==> src/rtl/ctrl_pipe_pkg.sv <==
// Shared types and defaults for the sequencer control-bundle pipeline.
// The bundle struct is fixed at the default widths; the top packs parameterised widths itself.
package ctrl_pipe_pkg;

  localparam int NEURON_ADDR_W_DEF = 12;
  localparam int WEIGHT_ADDR_W_DEF = 16;

  typedef struct packed {
    logic                         done;
    logic [NEURON_ADDR_W_DEF-1:0] neuron_addr;
    logic [WEIGHT_ADDR_W_DEF-1:0] weight_addr;
    logic                         reset_mult_acc;
    logic [NEURON_ADDR_W_DEF-1:0] out_neuron_addr;
    logic                         write_neuron;
  } ctrl_bundle_t;

  function automatic ctrl_bundle_t zero_bundle();
    return '0;
  endfunction

  // Flat payload width for arbitrary address widths (three flags plus three addresses).
  function automatic int bundle_width(input int naw, input int waw);
    return 3 + 2 * naw + waw;
  endfunction

endpackage

==> src/rtl/ctrl_pipe_stage.sv <==
// One valid+payload register of the control pipeline.
// An invalid stage always carries an all-zero payload, so flags never leak without valid.
module ctrl_pipe_stage #(
  parameter int W = 8
) (
  input  logic         clk,
  input  logic         rst_ni,
  input  logic         flush_i,
  input  logic         en_i,
  input  logic         vld_i,
  input  logic [W-1:0] data_i,
  output logic         vld_o,
  output logic [W-1:0] data_o
);

  logic         vld_q, vld_d;
  logic [W-1:0] data_q, data_d;

  always_comb begin
    vld_d  = vld_q;
    data_d = data_q;
    if (flush_i) begin
      vld_d  = 1'b0;
      data_d = '0;
    end else if (en_i) begin
      vld_d  = vld_i;
      data_d = vld_i ? data_i : '0;
    end
  end

  always_ff @(posedge clk) begin
    if (!rst_ni) begin
      vld_q  <= 1'b0;
      data_q <= '0;
    end else begin
      vld_q  <= vld_d;
      data_q <= data_d;
    end
  end

  assign vld_o  = vld_q;
  assign data_o = data_q;

endmodule

==> src/rtl/ctrl_pipe_buffer.sv <==
// STAGES-deep valid/ready pipeline for the MLP sequencer control bundle, with
// bubble collapsing, synchronous flush and a registered occupancy count.
module ctrl_pipe_buffer
  import ctrl_pipe_pkg::*;
#(
  parameter int STAGES        = 2,
  parameter int NEURON_ADDR_W = NEURON_ADDR_W_DEF,
  parameter int WEIGHT_ADDR_W = WEIGHT_ADDR_W_DEF
) (
  input  logic                         clk,
  input  logic                         reset,
  input  logic                         flush,
  input  logic                         in_valid,
  output logic                         in_ready,
  input  logic                         in_done,
  input  logic                         in_reset_mult_acc,
  input  logic                         in_write_neuron,
  input  logic [NEURON_ADDR_W-1:0]     in_neuron_addr,
  input  logic [NEURON_ADDR_W-1:0]     in_out_neuron_addr,
  input  logic [WEIGHT_ADDR_W-1:0]     in_weight_addr,
  output logic                         out_valid,
  input  logic                         out_ready,
  output logic                         out_done,
  output logic                         out_reset_mult_acc,
  output logic                         out_write_neuron,
  output logic [NEURON_ADDR_W-1:0]     out_neuron_addr,
  output logic [NEURON_ADDR_W-1:0]     out_out_neuron_addr,
  output logic [WEIGHT_ADDR_W-1:0]     out_weight_addr,
  output logic [$clog2(STAGES+1)-1:0]  occupancy
);

  localparam int W     = bundle_width(NEURON_ADDR_W, WEIGHT_ADDR_W);
  localparam int OCC_W = $clog2(STAGES + 1);

  logic [W-1:0]      in_bundle;
  logic [STAGES-1:0] vld;
  logic [W-1:0]      data [STAGES];
  logic [STAGES:0]   en;
  logic              accept;
  logic              xfer;
  logic [OCC_W-1:0]  occ_q, occ_d;

  assign in_bundle = {in_done, in_neuron_addr, in_weight_addr,
                      in_reset_mult_acc, in_out_neuron_addr, in_write_neuron};

  // Ready ripples back from the output: a stage may load if it is empty or its successor moves.
  always_comb begin
    en         = '0;
    en[STAGES] = out_ready;
    for (int i = STAGES - 1; i >= 0; i--) begin
      en[i] = !vld[i] || en[i+1];
    end
  end

  assign in_ready  = en[0] && !flush;
  assign accept    = in_valid && in_ready;
  assign out_valid = vld[STAGES-1];
  assign xfer      = out_valid && out_ready;

  for (genvar i = 0; i < STAGES; i++) begin : g_stage
    logic         src_vld;
    logic [W-1:0] src_data;

    if (i == 0) begin : g_head
      assign src_vld  = accept;
      assign src_data = in_bundle;
    end else begin : g_body
      assign src_vld  = vld[i-1];
      assign src_data = data[i-1];
    end

    ctrl_pipe_stage #(.W(W)) u_stage (
      .clk     (clk),
      .rst_ni  (reset),
      .flush_i (flush),
      .en_i    (en[i]),
      .vld_i   (src_vld),
      .data_i  (src_data),
      .vld_o   (vld[i]),
      .data_o  (data[i])
    );
  end

  assign {out_done, out_neuron_addr, out_weight_addr,
          out_reset_mult_acc, out_out_neuron_addr, out_write_neuron} = data[STAGES-1];

  always_comb begin
    occ_d = occ_q;
    if (flush) begin
      occ_d = '0;
    end else if (accept && !xfer) begin
      occ_d = occ_q + OCC_W'(1);
    end else if (!accept && xfer) begin
      occ_d = occ_q - OCC_W'(1);
    end
  end

  always_ff @(posedge clk) begin
    if (!reset) begin
      occ_q <= '0;
    end else begin
      occ_q <= occ_d;
    end
  end

  assign occupancy = occ_q;

endmodule

==> config.mk <==
export PLATFORM = sky130hd
export DESIGN_NAME = ctrl_pipe_buffer
export DESIGN_NICKNAME = d
export VERILOG_FILES = /design/src/rtl/ctrl_pipe_pkg.sv /design/src/rtl/ctrl_pipe_stage.sv /design/src/rtl/ctrl_pipe_buffer.sv
export SDC_FILE = /design/constraint.sdc
export NUM_CORES = 1
export LEC_CHECK = 0
export ABC_AREA = 1
export BUFFER_PORTS_ARGS = -buffer_cell sky130_fd_sc_hd__buf_2
export CORE_ASPECT_RATIO = 0.5
export CORE_UTILIZATION = 51
export DETAILED_ROUTE_END_ITERATION = 16
export MAX_ROUTING_LAYER = met4
export PLACE_DENSITY = 0.75
export SLEW_MARGIN = 5
export SYNTH_ARGS = -nofsm -noshare
export SYNTH_HDL_FRONTEND = slang
export SYNTH_SLANG_ARGS = --single-unit
==> constraint.sdc <==
create_clock -name clk -period 2 [get_ports clk]
set_input_delay 0.2 -clock clk [delete_from_list [all_inputs] [get_ports clk]]
set_output_delay 0.2 -clock clk [all_outputs]
set_load 0.05 [all_outputs]
==> summary.md <==
| Metric | Value |
|---|---|
| Top_reg_cell synth | `dfxtp_1` |
| Synth cell types | `20` |
| CTS tree | `done` |
| Total power | `between 3000 and 4000 uW` |
| Post-route ant nets | `0` |
| Synth top area share | `between 50 and 60%` |
| Overflow after GRT | `0` |
| Iteration-0 DRC Markers | `between 150 and 200` |
| Setup tns final | `0 ps` |
| Initial antenna violation count | `0` |
| Cell Count, Final, Fillers Out | `586` |
| Clock tree buffer depth | `2` |
| Clk Latency, worst-skew pair | `340 ps` |
| Post-CTS Setup Inserts | `0` |
| Unrepaired setup endpoints after global routing | `false` |
| Dpl cells | `570` |
| Post-synth ARST share | `0%` |
| Root buf cell | `clkbuf_16` |
| Max Cap Viol | `0` |
| Worst min path class | `in -> reg` |
| Top-count cell post-synth | `nand2_1` |
| Share of layout cells above drive strength 1 | `24.9%` |
| IO Port Bufs | `94` |
| Hold Vio Cnt, Final | `0` |
| Final Cycle Share | `78.0%` |
| Status | `finished clean` |
| Number of remaining DRC errors | `0` |
| Top post-synthesis cells by area | `dfxtp_1 (54%), nand2_1 (15%), a21oi_1 (13%)` |
| Syn nets | `461` |
| Via count of the first global-routing pass | `about 2,700` |
| Tmin final | `1560 ps` |
| Synth warn | `0` |
| Post-synth top cells | `nand2_1 (135), dfxtp_1 (90), a21oi_1 (89)` |
| Relative slew slack | `between 50% and 60%` |
| Post-DP Area | `~3800 um^2` |
| CTS Sinks | `90` |
| Core Area | `approximately 6200 um^2` |
| CTS Buf Count | `9` |
| Initial Util | `approximately 54%` |
| Wirelength per Cell | `13.2 um` |
| First-pass GRT wire length | `about 12,000 um` |
| Fill cells | `just under 600` |
| CTS clk-pin slew, worst paths | `~60 ps` |
| Worst EP arrival | `roughly 1800 ps` |
| Static Leak | `around 0.0016 uW` |
| I/O pins | `95` |
| Post-Syn Area per Cell | `around 8 um^2` |
| HPWL Detailed | `~5000 um` |
| Die Y | `59.4 um` |
| Post-Syn Area | `approximately 3400 um^2` |
| Cell area power density | `around 880 nW/um^2` |
| Multi-input logic area | `about 1300 um^2` |
| Crit start category | `register` |
| Most common cell on crit path | `buf_4` |
| Tot GR Track Use | `24.1%` |
| Number of H-tree levels | `3` |
| Synth-to-Final Area Change | `21.9%` |
| Critical Path Fanout Max | `between 40 and 50` |
| Chip width | `117 um` |
| Ant. Diodes | `0` |
| # hold bufs at CTS | `0` |
| Fmax | `approximately 640 MHz` |
| Worst setup path class | `reg -> reg` |
| Crit path cell chain | `nand3_4, buf_4, clkinv_2, buf_4, nand2_1, a21oi_1` |
| Largest net degree at the start of global routing | `46` |
| First-pass detailed-route iteration total | `5` |
| Worst slew pin tran | `around 600 ps` |
| Worst path max stage delay | `between 400 and 500 ps` |
| Clock Skew | `between 3 and 4 ps` |
| Final instance area | `between 4000 and 5000 um^2` |
| Synth Instances | `about 400` |
| Post-synthesis sequential area ratio | `between 50 and 60%` |
| CTS resizes | `0` |
| Register area | `between 1500 and 2000 um^2` |
| Post-synth EDFFs | `0` |
| GPL Wtd Cong | `about 0.75` |
| Nets | `542` |
| Worst EP required | `roughly 2300 ps` |
| Maximum vdd ir drop | `582 uV` |
| Die Area | `approximately 6900 um^2` |
| Detailed-route via count | `3,049` |
| Critical path capture point type | `register` |
| Final WL | `7750 um` |
| Std-Cell Rows | `20` |
| Area leader, netlist | `dfxtp_1` |
| Vias per cell | `5.20` |
| Final setup fails | `0` |
| CP max-delay cell | `dfxtp_1` |
| Synthesis-stage register bit count | `90` |
| Final Max Tran Viols | `0` |
## cell usage in the layout (no fill, tap or decap)
master,instances
nand2_1,135
buf_2,94
dfxtp_1,90
a21oi_1,89
nand4_1,43
clkbuf_16,9
buf_4,9
inv_1,7
clkbuf_1,4
nor2_1,3
clkinv_2,3
inv_2,2
nand2_2,2
nand3_4,1
inv_4,1
nor2_8,1
o21ai_0,1
nand3b_1,1
ha_1,1
bufinv_16,1
buf_12,1
## through the flow
stage               util [%]  setup WS, ps  hold WS [ps]
floorplan                  -          99.1           368
detailed placement      61.6           452           452
global placement        61.6           528           447
CTS                     66.1           430           124
global route            66.1           315           136
finish                  66.1           439           136
## final timing paths
| check | start | end | slack, ps | depth (start not counted) |
|---|---|---|---|---|
| setup / recovery | g_stage[1].u_stage.vld_o | g_stage[0].u_stage.data_o[9] | 440 | 6 |
| hold / removal | in_neuron_addr[8] | g_stage[0].u_stage.data_o[38] | 140 | 3 |
| setup reg to reg | g_stage[1].u_stage.vld_o | g_stage[0].u_stage.data_o[9] | 440 | 6 |
| hold reg to reg | g_stage[1].u_stage.data_o[26] | g_stage[1].u_stage.data_o[26] | 460 | 2 |
## flip-flops by register name (all words and copies together), names as in the netlist
name and count:
g_stage.u_stage.data_o 86, occupancy 2, g_stage.u_stage.vld_o 2
## layer usage
metal / share of wire, % / up-vias / global-route usage, % / wire (um)
met4: 1.1 / 0 / 8.32 / 85
li1: - / 1553 / - / -
met1: 49 / 1401 / 31.4 / 3810
met2: 44 / 85 / 35.0 / 3380
met3: 6.1 / 10 / 7.98 / 472
met5: 0 / - / - / 0
## critical path: cells and delay by family (launching register included)
family	cells	cell delay (ps)
simple gates	2	180
flops	1	420
compound gates	1	170
buf+inv	3	690
## cell type report
type,count,share of cell area [%]
clock buffer,13,5.86
sequential,90,43.9
timing repair buffer,104,13.6
clock inverter,3,0.976
multi-input combinational,277,31.9
inverter,11,1.10
tap,88,2.68
## cells by family (layout without fill, tap and decap cells)
kind of cell               Yosys count  in the layout  share of synthesized area (%)
adders and majority gates            1              1                          0.372
DFF                                 90             90                           53.5
AOI/OAI and AO/OA                   90             90                           13.4
and+or+nand+nor                    186            186                           25.1
buffers and inverters               45            131                           7.62
## report_power, final
part,internal [uW],total [uW],switching (uW)
clock network,965,1600,639
registers,1810,1820,10.1
logic,72.4,202,130
Power figures use the tool's default switching activity.
